## config.mk

```make
export PLATFORM = sky130hd
export DESIGN_NAME = spi_master_tx
export DESIGN_NICKNAME = d
export VERILOG_FILES = /design/src/rtl/spi_master_tx.sv
export SDC_FILE = /design/constraint.sdc
export NUM_CORES = 1
export LEC_CHECK = 0
export ABC_AREA = 1
export CAP_MARGIN = 20
export CORE_MARGIN = 5
export CORE_UTILIZATION = 55
export DETAILED_ROUTE_END_ITERATION = 6
export DONT_BUFFER_PORTS = 1
export GPL_TIMING_DRIVEN = 1
export MAX_ROUTING_LAYER = met4
export PLACE_DENSITY = 0.75
export SLEW_MARGIN = 20
export SYNTH_ARGS = -nofsm -noshare
export SYNTH_HDL_FRONTEND = slang
export SYNTH_SLANG_ARGS = --single-unit
export TNS_END_PERCENT = 50
```

## constraint.sdc

```tcl
create_clock -name clk -period 4.1 [get_ports clk]
set_input_delay 0.615 -clock clk [delete_from_list [all_inputs] [get_ports clk]]
set_output_delay 0.615 -clock clk [all_outputs]
set_load 0.01 [all_outputs]
```

## src/rtl/spi_master_tx.sv

```systemverilog
// -----------------------------------------------------------------------------
// spi_master_tx
//   SPI master transmitter, mode 0 (sclk idles low, data changes on the falling
//   edge, sampled by the slave on the rising edge), MSB first. One word per
//   transfer: a setup interval with cs_n low, MSB sclk periods, a hold
//   interval, then a single done cycle with cs_n released.
//
//   Optional receive path: define SPI_MASTER_MISO_EN to add the miso input and
//   the rx_data output. miso is captured once per sclk period, at the start of
//   the high phase. rx_data is loaded as the block enters the done cycle.
//
// Parameters
//   MSB     transfer word width in bits (2..32)
//   CLKDIV  clk cycles per sclk half-period (1..255)
//
// Ports
//   clk      system clock, all state changes on its rising edge
//   rst_n    asynchronous active-low reset
//   start    transfer request; accepted in IDLE, and in DONE for back-to-back
//   tx_data  word to send, captured when start is accepted
//   busy     high from the first setup cycle through the done cycle
//   done     one-cycle completion pulse
//   sclk     SPI clock
//   cs_n     SPI chip select, active low
//   mosi     serial data out, forced low while cs_n is high
//   miso     serial data in            (SPI_MASTER_MISO_EN only)
//   rx_data  last received word        (SPI_MASTER_MISO_EN only)
// -----------------------------------------------------------------------------
module spi_master_tx #(
   parameter int MSB    = 8,
   parameter int CLKDIV = 4
) (
   input  logic           clk,
   input  logic           rst_n,
   input  logic           start,
   input  logic [MSB-1:0] tx_data,
   output logic           busy,
   output logic           done,
   output logic           sclk,
   output logic           cs_n,
   output logic           mosi
`ifdef SPI_MASTER_MISO_EN
   ,
   input  logic           miso,
   output logic [MSB-1:0] rx_data
`endif
);

   typedef enum logic [2:0] {IDLE, SETUP, SHIFT, HOLD, DONE} state_t;

   localparam logic [7:0] DIV_LAST = 8'(CLKDIV - 1);
   localparam logic [5:0] BIT_LAST = 6'(MSB - 1);

   state_t         state, state_nx;
   logic [7:0]     div_cnt, div_cnt_nx;
   logic [5:0]     bit_cnt, bit_cnt_nx;
   logic           hi, hi_nx;         // current sclk phase while in SHIFT
   logic           load, shift_en;
   logic           div_wrap;
   logic [MSB-1:0] tx_sh;

   assign div_wrap = (div_cnt == DIV_LAST);

   // control registers
   always_ff @(posedge clk or negedge rst_n) begin
      if (!rst_n) begin
         state   <= IDLE;
         div_cnt <= '0;
         bit_cnt <= '0;
         hi      <= 1'b0;
      end else begin
         state   <= state_nx;
         div_cnt <= div_cnt_nx;
         bit_cnt <= bit_cnt_nx;
         hi      <= hi_nx;
      end
   end

   // transmit shift register; its contents only matter while cs_n is low
   always_ff @(posedge clk) begin
      if (load)
         tx_sh <= tx_data;
      else if (shift_en)
         tx_sh <= {tx_sh[MSB-2:0], 1'b0};
   end

   always_comb begin
      state_nx   = state;
      div_cnt_nx = div_wrap ? 8'd0 : div_cnt + 8'd1;
      bit_cnt_nx = bit_cnt;
      hi_nx      = hi;
      load       = 1'b0;
      shift_en   = 1'b0;
      busy       = 1'b1;
      done       = 1'b0;
      sclk       = 1'b0;
      cs_n       = 1'b0;
      case (state)
         IDLE: begin
            busy       = 1'b0;
            cs_n       = 1'b1;
            div_cnt_nx = '0;
            bit_cnt_nx = '0;
            hi_nx      = 1'b0;
            if (start) begin
               load     = 1'b1;
               state_nx = SETUP;
            end
         end
         SETUP: begin
            if (div_wrap) begin
               state_nx = SHIFT;
               hi_nx    = 1'b1;
            end
         end
         SHIFT: begin
            sclk = hi;
            if (div_wrap) begin
               if (hi) begin
                  // falling edge: advance to the next bit, except after the
                  // last bit so mosi stays put through HOLD
                  hi_nx    = 1'b0;
                  shift_en = (bit_cnt != BIT_LAST);
               end else if (bit_cnt == BIT_LAST) begin
                  state_nx = HOLD;
               end else begin
                  hi_nx      = 1'b1;
                  bit_cnt_nx = bit_cnt + 6'd1;
               end
            end
         end
         HOLD: begin
            if (div_wrap)
               state_nx = DONE;
         end
         DONE: begin
            cs_n       = 1'b1;
            done       = 1'b1;
            div_cnt_nx = '0;
            bit_cnt_nx = '0;
            hi_nx      = 1'b0;
            // a start seen here chains straight into the next setup so cs_n
            // is released for this single cycle only
            if (start) begin
               load     = 1'b1;
               state_nx = SETUP;
            end else begin
               state_nx = IDLE;
            end
         end
         default: state_nx = IDLE;
      endcase
   end

   assign mosi = cs_n ? 1'b0 : tx_sh[MSB-1];

`ifdef SPI_MASTER_MISO_EN
   logic [MSB-1:0] rx_sh;

   // capture on the first clk of each high phase, right after sclk rises
   always_ff @(posedge clk) begin
      if (state == SHIFT && hi && div_cnt == 8'd0)
         rx_sh <= {rx_sh[MSB-2:0], miso};
   end

   always_ff @(posedge clk or negedge rst_n) begin
      if (!rst_n)
         rx_data <= '0;
      else if (state == HOLD && div_wrap)
         rx_data <= rx_sh;
   end
`endif

endmodule
```

# Word level (Yosys, flattened, before mapping)
# Cells that the tools add are included.
totals:
  register_bits: 26
  in_bits: 11
op_classes:
  n_addsub: 2
  n_reduce_logical: 8
  eq_ne: 14
  n_mux: 31
ops:
  columns: ["cell", "count"]
  rows:
  - ["2-to-1 mux 8 bit", 4]
  - ["2-to-1 mux 3 bit", 6]
  - ["2-to-1 mux 6 bit", 3]
  - ["2-to-1 mux 1 bit", 15]
  - ["one-hot mux 3 bit (5 select lines)", 1]
  - ["!= test 2 bit (second input constant)", 7]
  - ["one-hot mux 6 bit (2 select lines)", 1]
  - ["adder 8 x 1 -> 8 bit (second input constant)", 1]
  - ["equality test 8 x 2 -> 1 bit (second input constant)", 1]
  - ["adder 6 x 1 -> 6 bit (second input constant)", 1]
  - ["equality test 3 x 2 -> 1 bit (second input constant)", 2]
  - ["equality test 6 x 3 -> 1 bit (second input constant)", 1]
  - ["!= test 6 x 3 -> 1 bit (second input constant)", 1]
  - ["AND reduction 6 bit", 1]
  - ["AND reduction 4 bit", 1]
  - ["nonzero test 2 bit", 2]
  - ["equality test 3 x 1 -> 1 bit (second input constant)", 1]
  - ["equality test 3 bit (second input constant)", 1]
  - ["logical NOT 3 bit", 1]
  - ["one-hot mux 1 bit (3 select lines)", 1]
  - ["AND reduction 3 bit", 1]
  - ["nonzero test 3 bit", 1]
  - ["OR reduction 2 bit", 1]

# Longest topological paths before layout
depth:
  depth_word: 6
  depth_mapped: 9
  depth_no_buf: 9

# Worst setup path after synthesis
# No wires, ideal clock.
synth_timing:
  path_kind: "flip-flop to flip-flop"
  from: "register bit_cnt[0]"
  to: "register tx_sh[0], enable pin"
  setup_slack_ns: 2.166
  path_buffers: 0
  path_stages_with_launch: 7
  setup_time_ns: 0.384
  t_arrival_ns: 1.550
  period_less_slack_ns: 1.934
  cell_sequence: "dfrtp_1 ha_1 nand2_1 inv_1 nand3_1 nand3_1 o21ai_0"
synth_via:
  elab_chain_cells: 5
synth_lines:
  columns: ["item", "line_no", "text"]
  rows:
  - ["start, declared", "56", "logic [5:0] bit_cnt, bit_cnt_nx;"]
  - ["start signal, assigned", "74", "bit_cnt <= bit_cnt_nx;"]
  - ["!= test 6 x 3 -> 1 bit", "123", "shift_en = (bit_cnt != BIT_LAST);"]
  - ["2-to-1 mux 1 bit", "119", "if (hi) begin"]
  - ["2-to-1 mux 1 bit", "118", "if (div_wrap) begin"]
  - ["2-to-1 mux 1 bit", "98", "case (state)"]
  - ["nonzero test 2 bit (no line)", null, null]
  - ["end signal, assigned", "82", "tx_sh <= tx_data;"]
  - ["end signal, assigned", "84", "tx_sh <= {tx_sh[MSB-2:0], 1'b0};"]
  - ["end, declared", "60", "logic [MSB-1:0] tx_sh;"]
# No other way between the ends.
# A chain may end at the register's enable or synchronous reset.

# Final worst setup path
layout_timing:
  from: "register bit_cnt[0]"
  to: "register tx_sh[1], enable pin"
# The elaborated chain is that of the path after synthesis.

==> impl_metrics.toml <==
[status]
outcome = "finished, final reports clean"

[power_and_ir_drop]
p_total_mw = 0.4450
ir_drop_mv = 0.3787
power_density_nw_per_um2 = 297.1
p_leak_nw = 0.7137

[cts]
clk_pin_slew_ns = 0.14
clock-sinks = 26
clock_latency_ns = 0.33
cts_max_level = 1
cts_tree = "built"
clockRootBuffer = "clkbuf_4"
clock_tree.buffer_depth = 2
numCtsBuffers = 3
post_cts_buffers = 0

[setup_path]
path_max_fanout = 8
critical_path_required_ns = 4.06
critPathCaptureType = "flop"
crit_chain = "ha_1, nand2_1, inv_1, nand3_1, nand3_1, o21ai_0"
max_stage_delay_ns = 0.83
cpMaxStageDelayCell = "o21ai_0"
cp_common_cell = "nand3_1"
critPathLaunchType = "flop"
critPathArrivalTime_ns = 2.19
critPathKind = "flop to flop"
rr_startpoint = "bit_cnt[0]"
critical_path.startpoint = "bit_cnt[0]"

[logic_synthesis]
yosysSeqAreaShare = 0.4924
ys_types = 28
synth_area_um2 = 1403
ys_ff_latch = 26
synthCells = 172
yosys.area.top_type = "dfrtp_1"
netlist_top_cells_area = "dfrtp_1 32%, edfxtp_1 17%, nand2_1 15%"
yosysWarnings = 0
synthesis.nets = 185
netlist.area_leader.share = 0.3211
syn_avg_cell_area_um2 = 8.155

[sta]
fin_crit_sh = 0.5443
worst_pin_slew_ns = 1.057
worst_hold_slack_ns = 0.4608
setup_viol = 0
fmax_mhz = 448.1
skew_ns = 0.01240
slew_headroom = 0.2879
fin_crit_ns = 2.232
rsz0062_at_grt = "no"
hold_viol = 0
finalMaxSlewViolations = 0
finalSetupTns_ns = 0

[layout]
nNetsFinal = 190
diodes = 0
drive_gt1_frac = 0.1761
fin_area_um2 = 1498
fillers = 205
syn2layout_area_growth_pct = 6.780

[die]
coreArea_um2 = 2455
ios = 16
start_util = 0.5714
die-width_um = 60.50
die_h_um = 60.50
rows = 18
dieArea_um2 = 3660

[routing]
post_drt_wl_per_cell_um = 12.26
ant_nets = 0
drt_first_iter_violations = 31
drc_errors = 0
vias = 1064
drt_pass1_iterations = 4
detail_route.vias_per_cell = 5.165
wl_um = 2525

[place]
port_buffers = 0
hpwl_um = 1921
dpl_cell_area_um2 = 1435
gp_congestion = 0.8064

[global_route]
grt.total_usage = 0.1594
grt_pass1_wl_um = 4271
grt_antenna_before_repair = 0
grt_remaining_overflow = 0
grt_pass1_vias = 1015
grt_max_degree = 19

[job]
maxCapViolations = 0

[worst_hold_path]
min_path_type = "input pin to flop"
hp-start = "tx_data[4]"
-- metal layers --
metal / share of wire / wire [um] / vias up / GRT usage
li1: - / - / 560 / -
met1: 0.47 / 1187 / 487 / 0.2035
met2: 0.48 / 1223 / 13 / 0.2577
met3: 0.032 / 82 / 4 / 0.03830
met4: 0.012 / 31 / 0 / 0.03715
met5: 0 / 0 / - / -
-- cell usage after synthesis --
library cell,number
nor3b_1,2
nor2_2,5
buf_2,1
nor2_4,1
or2_2,1
nand4_1,2
nor2_1,15
a21oi_2,1
nand2_1,55
inv_4,1
nor2_8,1
nand3_1,14
nor3_1,2
dfrtp_1,18
o21ai_0,2
inv_2,8
ha_1,2
xnor2_1,1
nand2_4,1
nand2_2,6
inv_1,11
nand4_2,1
o21ai_1,4
a21oi_1,6
xor2_1,1
edfxtp_1,8
nor4_1,1
o21bai_2,1
-- worst paths after layout --
path                         endpoint  slack [ns]  cells after the start
max                          tx_sh[1]        1.87                      6
min                          tx_sh[4]        0.46                      2
max reg2reg                  tx_sh[1]        1.87                      6
min reg2reg                div_cnt[0]        0.47                      1
max in group asynchronous    state[1]        2.79                      1
min in group asynchronous  div_cnt[6]        0.80                      1
-- where the power goes --
group / internal (mW) / total, mW / switching (mW)
Combinational: 0.000728 / 0.00414 / 0.00341
Clock: 0.0989 / 0.175 / 0.0760
Sequential: 0.266 / 0.266 / 0
-- sequential cells by signal, indices dropped and copies added (netlist names) --
signal   count
hi           1
bit_cnt      6
tx_sh        8
state        3
div_cnt      8
-- cells in the final DEF, fill, tap and decap left out, drive strengths merged --
cell type,n
nand2,62
nor2,22
inv,20
dfrtp,18
nand3,14
edfxtp,8
a21oi,7
o21ai,6
clkbuf,3
nand4,3
nor3,2
nor3b,2
ha,2
xnor2,1
nor4,1
o21bai,1
or2,1
xor2,1
bufinv,1
dlygate4sd3,1
-- final cells by class --
class	instances	area [um^2]	area share
tap	30	37.54	0.02506
clock buffer	3	22.52	0.01504
inverter	20	77.57	0.05180
multi-input combinational	125	629.4	0.4202
clock inverter	1	30.03	0.02005
sequential	26	690.7	0.4612
timing repair buffer	1	10.01	0.006683
-- worst max-delay path: cells and delay by family (launching register included) --
| kind | cells | cell delay [ns] |
|---|---|---|
| buffers and inverters | 1 | 0.06 |
| AOI/OAI and AO/OA | 1 | 0.83 |
| and+or+nand+nor | 3 | 0.30 |
| adders and majority gates | 1 | 0.25 |
| DFF | 1 | 0.44 |
-- through the flow --
step	cells	util	setup slack, ns
after floorplan	172	-	2.166
after global placement	201	0.5846	1.978
after detailed placement	201	0.5846	1.852
after CTS	206	0.6101	1.834
after global routing	206	0.6101	1.733
final	206	0.6101	1.868
-- cells by family (layout without fill, tap and decap cells) --
| logic type | count (synthesis) | after routing | synth area share |
|---|---|---|---|
| and+or+nand+nor | 107 | 107 | 0.3613 |
| DFF | 26 | 26 | 0.4924 |
| buffers and inverters | 21 | 25 | 0.05888 |
| AOI/OAI and AO/OA | 14 | 14 | 0.05709 |
| adders and majority gates | 2 | 2 | 0.01784 |
| xor gates and xnor gates | 2 | 2 | 0.01249 |
-- what timing repair did --
item | in CTS | in global routing
endpoints found under the setup margin | 0 | 0
gates resized for setup | 0 | 0
hold buffers | 1 | 0
hold endpoints to repair | 18 | 0
Power figures use the tool's default switching activity.
